[src/rtl/jtframe_vtgen.sv]
// Video timing generator: pixel/line counters with registered
// blank and sync flags decoded from the next counter values.
module jtframe_vtgen #(
  parameter int HCNT_END = 383,
  parameter int HB_START = 256,
  parameter int HB_END   = 0,
  parameter int HS_START = 288,
  parameter int HS_END   = 320,
  parameter int VCNT_END = 263,
  parameter int VB_START = 240,
  parameter int VB_END   = 16,
  parameter int VS_START = 250,
  parameter int VS_END   = 253
)(
  input  logic       clk,
  input  logic       rst,
  input  logic       pxl_cen,
  output logic [8:0] H,
  output logic [8:0] V,
  output logic       Hinit,
  output logic       Vinit,
  output logic       LHBL,
  output logic       LVBL,
  output logic       HS,
  output logic       VS
);

  localparam bit BAD_RANGE =
    HCNT_END < 0 || HCNT_END > 511 ||
    VCNT_END < 0 || VCNT_END > 511 ||
    HB_START < 0 || HB_START > 511 ||
    HB_END   < 0 || HB_END   > 511 ||
    VB_START < 0 || VB_START > 511 ||
    VB_END   < 0 || VB_END   > 511 ||
    HS_START < 0 || HS_START > 511 ||
    HS_END   < 0 || HS_END   > 511 ||
    VS_START < 0 || VS_START > 511 ||
    VS_END   < 0 || VS_END   > 511;

  localparam bit BAD_ORDER =
    HB_END >= HB_START || HB_START > HCNT_END ||
    VB_END >= VB_START || VB_START > VCNT_END;

  // Illegal timing sets stop elaboration with a clear message
  if (BAD_RANGE || BAD_ORDER) begin : g_param_err
    $error("jtframe_vtgen: illegal timing parameters");
  end

  localparam logic [8:0] HCE = HCNT_END[8:0];
  localparam logic [8:0] HBS = HB_START[8:0];
  localparam logic [8:0] HBE = HB_END[8:0];
  localparam logic [8:0] HSS = HS_START[8:0];
  localparam logic [8:0] HSE = HS_END[8:0];
  localparam logic [8:0] VCE = VCNT_END[8:0];
  localparam logic [8:0] VBS = VB_START[8:0];
  localparam logic [8:0] VBE = VB_END[8:0];
  localparam logic [8:0] VSS = VS_START[8:0];
  localparam logic [8:0] VSE = VS_END[8:0];

  // Visible iff start<=x<end, since *B_END < *B_START
  localparam logic LHBL_RST = (HB_END == 0);
  localparam logic LVBL_RST = (VB_END == 0);

  function automatic logic in_rng(
    input logic [8:0] x,
    input logic [8:0] lo,
    input logic [8:0] hi
  );
    return (x >= lo) && (x < hi);
  endfunction

  logic [8:0] h_nxt;
  logic [8:0] v_nxt;
  logic       h_wrap;

  // Next counter values; V steps only on the last pixel of a line
  always_comb begin
    h_wrap = (H == HCE);
    h_nxt  = h_wrap ? 9'd0 : H + 9'd1;
    v_nxt  = V;
    if (h_wrap)
      v_nxt = (V == VCE) ? 9'd0 : V + 9'd1;
  end

  // Counters and flags share one register stage so they never skew
  always_ff @(posedge clk or posedge rst) begin
    if (rst) begin
      H     <= 9'd0;
      V     <= 9'd0;
      Hinit <= 1'b1;
      Vinit <= 1'b1;
      LHBL  <= LHBL_RST;
      LVBL  <= LVBL_RST;
      HS    <= 1'b0;
      VS    <= 1'b0;
    end else if (pxl_cen) begin
      H     <= h_nxt;
      V     <= v_nxt;
      Hinit <= (h_nxt == 9'd0);
      Vinit <= (h_nxt == 9'd0) && (v_nxt == 9'd0);
      LHBL  <= in_rng(h_nxt, HBE, HBS);
      LVBL  <= in_rng(v_nxt, VBE, VBS);
      HS    <= in_rng(h_nxt, HSS, HSE);
      VS    <= in_rng(v_nxt, VSS, VSE);
    end
  end

endmodule

[config.mk]
export PLATFORM = sky130hd
export DESIGN_NAME = jtframe_vtgen
export DESIGN_NICKNAME = d
export VERILOG_FILES = /design/src/rtl/jtframe_vtgen.sv
export SDC_FILE = /design/constraint.sdc
export NUM_CORES = 1
export LEC_CHECK = 0
export BUFFER_PORTS_ARGS = -buffer_cell sky130_fd_sc_hd__buf_4
export CORE_MARGIN = 1
export CORE_UTILIZATION = 60
export CTS_CLUSTER_DIAMETER = 150
export DETAILED_ROUTE_END_ITERATION = 7
export PLACE_DENSITY = 0.91
export SETUP_SLACK_MARGIN = 0.3
export SLEW_MARGIN = 20
export SYNTH_ARGS = -nofsm -noshare
export SYNTH_HDL_FRONTEND = slang
export SYNTH_SLANG_ARGS = --single-unit
export TNS_END_PERCENT = 30
[constraint.sdc]
create_clock -name clk -period 4.55 [get_ports clk]
set_input_delay 0.455 -clock clk [delete_from_list [all_inputs] [get_ports clk]]
set_output_delay 0.455 -clock clk [all_outputs]
set_load 0.02 [all_outputs]
==> qor.yml, run 1 <==
route:
  via_per_inst: 6.358
  detailedRoute.firstIterationViolations: 50
  drc: 0
  wl_per_cell_um: 15.73
  route.vias.total: 1475
  drt-pass1-iter-count: 4
  final_wirelength_um: 3649
  post_drt_antenna_nets: 0
sta:
  hold_viol: 0
  rsz0062_at_grt: "false"
  finalSetupViolCount: 0
  min_period_ns: 2.613
  maxSlewViolCount: 0
  finalWorstSetupSlack_ns: 1.937
  max_freq_ghz: 0.3826
  finClkSkew_ns: 0.003713
  fin_setup_tns_ns: 0
  final_min_period_over_clock_period_pct: 57.44
  actual_slew_at_the_worst_max_slew_pin_ns: 0.9073
  finalHoldWorstSlack_ns: 0.3203
  slew_headroom_pct: 39.44
global_routing:
  overflow_left_after_global_routing: 0
  largest_net_degree_at_the_start_of_global_routing: 31
  first_global_vias: 1294
  grt_first_pass_wirelength_um: 5754
  gr-usage-all-layers_pct: 26.23
  initial_antenna_violation_count: 0
worst_setup_path:
  critical_path_source_type: "register"
  timing.critical_path.fanout_max: 11
  critical_path_arrival_ns: 2.86
  timing.setup.critical_path_class: "register to register"
  crit_path_end_kind: "register"
  critPathRequiredTime_ns: 4.79
flow_run:
  cap_violations: 0
clock_network:
  clock_tree.htree_level_count: 1
  cts_inserted_buffers: 3
  clock_insertion_delay_worst_skew_ns: 0.32
  cts_hold_bufs: 0
  tritoncts: "done"
  postCtsSetupBuffers: 0
  cts_root_buf: "sky130_fd_sc_hd__clkbuf_4"
  cts_buffer_depth: 2
  path_clk_slew_ns: 0.13
  total_of_cells_resized_after_clock_tree_synthesis: 0
  cts.sink_count: 24
floorplan:
  initial_core_utilization_pct: 65.94
  ios: 27
  die_width_um: 55.12
  fp.dieArea_mm2: 0.003038
  floorplan.die.height_um: 55.12
  floorplan.rows: 18
  floorplan.core_area_mm2: 0.002567
yosys:
  yosys_register_bits: 24
  yosys.cell_types.count: 50
  yosys-top-cells-area: "sky130_fd_sc_hd__dfrtp_1, sky130_fd_sc_hd__dfstp_2, sky130_fd_sc_hd__xnor2_1"
  synth-async-reset-ratio_pct: 100.0
  synth.avg_cell_area_um2: 9.005
  mappedNetlistArea_mm2: 0.001693
  synth-seq-area-share_pct: 35.70
  yosysWarningCount: 0
  synthDominantCellAreaShare_pct: 31.04
  syn_nets: 193
  post_synth_edffs: 0
  netlist_instances: 188
  post-synth-top-area-cell: "sky130_fd_sc_hd__dfrtp_1"
  synth_flop_cell: "sky130_fd_sc_hd__dfrtp_1"
power_and_ir_drop:
  switching_share_pct: 38.93
  power.leakage_uw: 0.0007395
  cell_internal_pwr_uw: 352.9
  power_per_cell_area_mw_per_mm2: 308.9
  sequentialPowerShare_pct: 51.9
  clkPwrFrac_pct: 17.0
  maximum_resistive_drop_on_vdd_mv: 0.3193
  power.share.combinational_pct: 31.1
  pwr_total_uw: 577.8
  switching_power_uw: 224.9
cells_and_area:
  post_route_cells_drive_above_1_share_pct: 23.76
  antenna_cells: 0
  synthToLayoutAreaGrowth_pct: 10.49
  layout.cells.most_common: "sky130_fd_sc_hd__buf_4"
  post_route_insts_no_fill: 232
  final_net_count: 208
  mostFrequentLayoutCells: "sky130_fd_sc_hd__buf_4, sky130_fd_sc_hd__dfrtp_1, sky130_fd_sc_hd__nor2_1, sky130_fd_sc_hd__nand2_1, sky130_fd_sc_hd__o21ai_0"
outcome:
  run_status: "completed"
placed_design:
  place.detailed.hpwl_um: 2611
  dpl.cell_count: 228
  portBuffers: 26
  place_congestion: 0.8641
  pre_cts_ws_ns: 1.658
min_path:
  worst_hold_path_type: "input port to async pin"
## metrics by stage
stage	utilization, %	instance area [um2]
after floorplan	-	1693
after global placement	71.64	1839
after detailed placement	71.64	1839
final	72.86	1871
after CTS	72.66	1866
after global routing	72.86	1871
## worst paths after layout
kind	from	endpoint	slack (ns)	cells past startpoint
max in group asynchronous	rst	V[0]$_DFFE_PP0P_	3.68	2
max reg2reg	H[1]$_DFFE_PP0P_	Vinit$_DFFE_PP1P_	1.94	7
max	H[1]$_DFFE_PP0P_	Vinit$_DFFE_PP1P_	1.94	7
min reg2reg	Hinit$_DFFE_PP1P_	Hinit$_DFFE_PP1P_	0.49	2
min in group clk	Hinit$_DFFE_PP1P_	Hinit$_DFFE_PP1P_	0.49	2
min	rst	HS$_DFFE_PP0P_	0.32	2
## synthesized netlist by cell type (2+ instances only)
master / count
sky130_fd_sc_hd__nor3_1: 5
sky130_fd_sc_hd__a31oi_1: 2
sky130_fd_sc_hd__o21a_1: 2
sky130_fd_sc_hd__nand3_4: 2
sky130_fd_sc_hd__xnor2_1: 9
sky130_fd_sc_hd__a21oi_1: 9
sky130_fd_sc_hd__nor4b_1: 2
sky130_fd_sc_hd__mux2i_1: 3
sky130_fd_sc_hd__nor2_1: 16
sky130_fd_sc_hd__o21ai_0: 12
sky130_fd_sc_hd__nor4_1: 2
sky130_fd_sc_hd__o41ai_1: 2
sky130_fd_sc_hd__buf_4: 4
sky130_fd_sc_hd__dfstp_2: 3
sky130_fd_sc_hd__ha_1: 2
sky130_fd_sc_hd__nand3_1: 8
sky130_fd_sc_hd__o31ai_1: 3
sky130_fd_sc_hd__nand4_1: 4
sky130_fd_sc_hd__buf_2: 3
sky130_fd_sc_hd__dfrtp_1: 21
sky130_fd_sc_hd__a211o_1: 2
sky130_fd_sc_hd__mux2_2: 6
sky130_fd_sc_hd__o32ai_1: 2
sky130_fd_sc_hd__xor2_1: 3
sky130_fd_sc_hd__clkbuf_1: 7
sky130_fd_sc_hd__and3_1: 2
sky130_fd_sc_hd__nand2_1: 15
sky130_fd_sc_hd__a211oi_1: 2
sky130_fd_sc_hd__nor2b_1: 4
sky130_fd_sc_hd__inv_1: 9
sky130_fd_sc_hd__nand4b_1: 2
sky130_fd_sc_hd__nor3b_1: 2
## kinds of logic after synthesis
kind of cell	Yosys count	synth area share [%]
buffers and inverters	25	7.095
DFF	24	35.70
AOI/OAI and AO/OA	44	18.77
xor gates and xnor gates	12	6.209
and+or+nand+nor	72	24.98
adders and majority gates	2	1.478
muxes	9	5.765
## metal layers
metal	vias to the layer above	wire length [um]	GRT usage (%)
met3	8	216	3.279
met2	58	1796	44.78
li1	708	-	-
met4	0	65	9.167
met5	-	0	0
met1	701	1570	33.84
## sequential cells by signal (all words and copies together) (netlist names)
register and flops:
H 9, HS 1, Hinit 1, LHBL 1, LVBL 1, V 9
VS 1, Vinit 1
## power by group through the flow
stage | Sequential, uW | Clock, uW | Combinational (uW)
finish | 300 | 98.1 | 180
global route | 305 | 106 | 200
CTS | 299 | 99.5 | 180
detailed placement | 304 | 0 | 180
global placement | 299 | 0 | 175
floorplan | 299 | 0 | 132
## cell type report
type                       instances  area (um2)
multi-input combinational        139       973.4
fill                             194       696.9
sequential                        24       604.3
timing repair buffer              26       195.2
tap                               30       37.54
inverter                           9       33.78
clock buffer                       4       26.28
## critical path, stage by stage, from the launching register on
cell and delay [ns]:
sky130_fd_sc_hd__dfrtp_1 0.45, sky130_fd_sc_hd__ha_1 0.31, sky130_fd_sc_hd__nand3_4 0.16, sky130_fd_sc_hd__nor3_2 0.60, sky130_fd_sc_hd__mux2_2 0.41, sky130_fd_sc_hd__a21oi_1 0.21, sky130_fd_sc_hd__nand4_1 0.14, sky130_fd_sc_hd__o32ai_2 0.26
Power figures use the tool's default switching activity.
==> run 2, diff against run 1 <==
--- a/config.mk
+++ b/config.mk
@@ -7,10 +7,10 @@
 export LEC_CHECK = 0
 export BUFFER_PORTS_ARGS = -buffer_cell sky130_fd_sc_hd__buf_4
 export CORE_MARGIN = 1
-export CORE_UTILIZATION = 60
+export CORE_UTILIZATION = 51
 export CTS_CLUSTER_DIAMETER = 150
 export DETAILED_ROUTE_END_ITERATION = 7
-export PLACE_DENSITY = 0.91
+export PLACE_DENSITY = 0.83
 export SETUP_SLACK_MARGIN = 0.3
 export SLEW_MARGIN = 20
 export SYNTH_ARGS = -nofsm -noshare
==> constraint.sdc (replaced) <==
create_clock -name clk -period 2.3 [get_ports clk]
set_input_delay 0.23 -clock clk [delete_from_list [all_inputs] [get_ports clk]]
set_output_delay 0.23 -clock clk [all_outputs]
set_load 0.02 [all_outputs]
==> run 2 against run 1 <==
Flip-flop and latch count is the same. Clock power grew 110%. Critical path type unchanged. Sequential power grew 82%. Largest power group unchanged. Highest routed layer unchanged. Non-clock buffer count grew 19. Die area grew 17%. Combinational power grew to 2.7 times the previous value. Cell area grew 10%. Via count grew 3.0%. Worst setup slack lost 1.8 ns. Critical path depth grew 1.
==> qor.yml, run 2 (synthesis gave the netlist of run 1 again) <==
clock_network:
  clock_insertion_delay_worst_skew_ns: 0.33  # about the same
  tritoncts: "done"
  cts_buffer_depth: 2  # unchanged
  cts_hold_bufs: 0  # unchanged
  clock_tree.htree_level_count: 1  # unchanged
  path_clk_slew_ns: 0.13  # about the same
  cts.sink_count: 24  # unchanged
  cts_root_buf: "sky130_fd_sc_hd__clkbuf_4"
  cts_inserted_buffers: 3  # unchanged
sta:
  min_period_ns: 2.134  # -0.4791 ns
  slew_headroom_pct: 41.19  # +1.8 points
  max_freq_ghz: 0.4685  # +22%
  finClkSkew_ns: 0.002819  # -0.0008941 ns
  actual_slew_at_the_worst_max_slew_pin_ns: 0.8811  # -0.02622 ns
  final_min_period_over_clock_period_pct: 92.80  # +35 points
  hold_viol: 0  # unchanged
  maxSlewViolCount: 0  # unchanged
  fin_setup_tns_ns: 0  # unchanged
  finalWorstSetupSlack_ns: 0.1656  # -1.771 ns
  finalSetupViolCount: 0  # unchanged
  rsz0062_at_grt: "true"
flow_run:
  cap_violations: 0  # unchanged
worst_setup_path:
  reg2reg_from: "H[1]$_DFFE_PP0P_"
  cp_top_family: "simple AND/OR/NAND/NOR gates"
  timing.critical_path.fanout_max: 7  # -4
  cp_slowest_stage_delay_ns: 0.47  # -0.13 ns
  critPathRequiredTime_ns: 2.55  # -2.24 ns
  critical_path_source_type: "register"
  timing.setup.critical_path_class: "register to register"
  timing.critical_path.from: "H[1]$_DFFE_PP0P_"
  cp_cell_sequence: "ha_4 -> nand3_4 -> or3_4 -> buf_4 -> a211o_1 -> o31ai_1 -> nand4_1 -> o32ai_2"
  crit_slowest_cell: "sky130_fd_sc_hd__or3_4"
  reg2reg_setup_slack_ns: 0.17  # -1.77 ns
  crit_path_end_kind: "register"
  ff2ff_path_depth: 8  # +1
  cp.buffers_inverters: 1  # +1
  critical_path_arrival_ns: 2.38  # -0.48 ns
  reg2reg_to: "Vinit$_DFFE_PP1P_"
global_routing:
  gr-usage-all-layers_pct: 23.13  # -3.1 points
  overflow_left_after_global_routing: 0  # unchanged
  largest_net_degree_at_the_start_of_global_routing: 31  # unchanged
  initial_antenna_violation_count: 0  # unchanged
  grt_first_pass_wirelength_um: 6106  # +6.1%
  first_global_vias: 1284  # -0.77%
cells_and_area:
  layout.cells.most_common: "sky130_fd_sc_hd__buf_4"
  final_net_count: 227  # +9.1%
  post_route_cells_drive_above_1_share_pct: 34.84  # +11 points
  synthToLayoutAreaGrowth_pct: 21.80
  antenna_cells: 0  # unchanged
  final.fill_count: 264  # +36%
  mostFrequentLayoutCells: "sky130_fd_sc_hd__buf_4, sky130_fd_sc_hd__dfrtp_1, sky130_fd_sc_hd__nand2_1, sky130_fd_sc_hd__nor2_1, sky130_fd_sc_hd__o21ai_0"
  top_flop_regs: "H x9, V x9"
placed_design:
  pre_cts_ws_ns: 0.1351  # -1.523 ns
  place_congestion: 0.9084  # +5.1%
  place.detailed.hpwl_um: 2670  # +2.3%
  portBuffers: 26  # unchanged
min_path:
  worst_hold_path_type: "input port to async pin"
route:
  drt-pass1-iter-count: 4  # unchanged
  drc: 0  # unchanged
  post_drt_antenna_nets: 0  # unchanged
  via_per_inst: 5.732  # -9.8%
  route.vias.total: 1519  # +3.0%
  final_wirelength_um: 3848  # +5.5%
  wl_per_cell_um: 14.52  # -7.7%
  detailedRoute.firstIterationViolations: 73  # +46%
floorplan:
  fp.dieArea_mm2: 0.003554  # +17%
  ios: 27  # unchanged
  die_width_um: 59.62  # +8.2%
  floorplan.rows: 20  # +2
  floorplan.die.height_um: 59.62  # +8.2%
  floorplan.core_area_mm2: 0.003103  # +21%
  initial_core_utilization_pct: 54.56  # -11 points
power_and_ir_drop:
  maximum_resistive_drop_on_vdd_mv: 0.5626  # +76%
  power_per_cell_area_mw_per_mm2: 594.4  # +92%
  power.leakage_uw: 0.0008290  # +12%
outcome:
  run_status: "completed"
run 2: changes by cell type in the layout (fill, tap and decap cells not counted), sizes merged:
cell and change:
buf +19
run 2: layout make-up:
| type | instances | area [um2] | area share, % |
|---|---|---|---|
| multi-input cells | 139 | 998.5 | 48.42 |
| repair buffers | 45 | 337.8 | 16.38 |
| inverters | 9 | 33.78 | 1.638 |
| flip-flops and latches | 24 | 610.6 | 29.61 |
| well taps | 44 | 55.05 | 2.670 |
| clock buffers | 4 | 26.28 | 1.274 |
run 2: worst register-to-register path: cells and delay by family (launching register included):
kind / cells / cell delay (ns)
compound gates: 3 / 0.56
fa+ha+maj: 1 / 0.17
buf+inv: 1 / 0.16
flops: 1 / 0.41
simple gates: 3 / 0.74
run 2: timing repair:
action                     CTS  global route
gates resized for setup      3             2
pin swaps                    0             1
setup endpoints to repair    4             5
buffers inserted             5             1
gates cloned                 0             0
run 2: layer usage:
layer  global-route usage [%]  up-vias  share of wire (%)
li1                         -      744                  -
met1                    32.97      715                 47
met2                    35.79       55                 46
met3                    1.965        5                5.5
met4                    10.30        0                1.4
met5                        0        -                  0
run 2: metrics by stage:
step / util [%] / total power (uW) / hold slack, ns / std cells / cell area, um2
after floorplan: - / 874.3 / 0.2420 / 188 / 1718
after global placement: 63.59 / 1008 / 0.4585 / 255 / 1973
after detailed placement: 63.59 / 1016 / 0.4669 / 255 / 1973
after CTS: 65.97 / 1232 / 0.1038 / 264 / 2047
after global routing: 66.45 / 1289 / 0.1529 / 265 / 2062
final: 66.45 / 1226 / 0.07593 / 265 / 2062
run 2: worst max path at each step:
stage	depth (start not counted)	slack, ns	to
final	8	0.17	Vinit$_DFFE_PP1P_
after floorplan	8	0.20	Vinit$_DFFE_PP1P_
after CTS	7	0.22	Vinit$_DFFE_PP1P_
after global routing	7	0.1	Vinit$_DFFE_PP1P_
after global placement	7	0.23	VS$_DFFE_PP0P_
after detailed placement	8	0.14	Vinit$_DFFE_PP1P_
run 2: power breakdown:
group / switching (uW) / leakage [uW] / internal, uW
Combinational: 262 / 0.000520 / 217
Sequential: 71.4 / 0.000294 / 474
Clock: 134 / 0.0000150 / 68.1
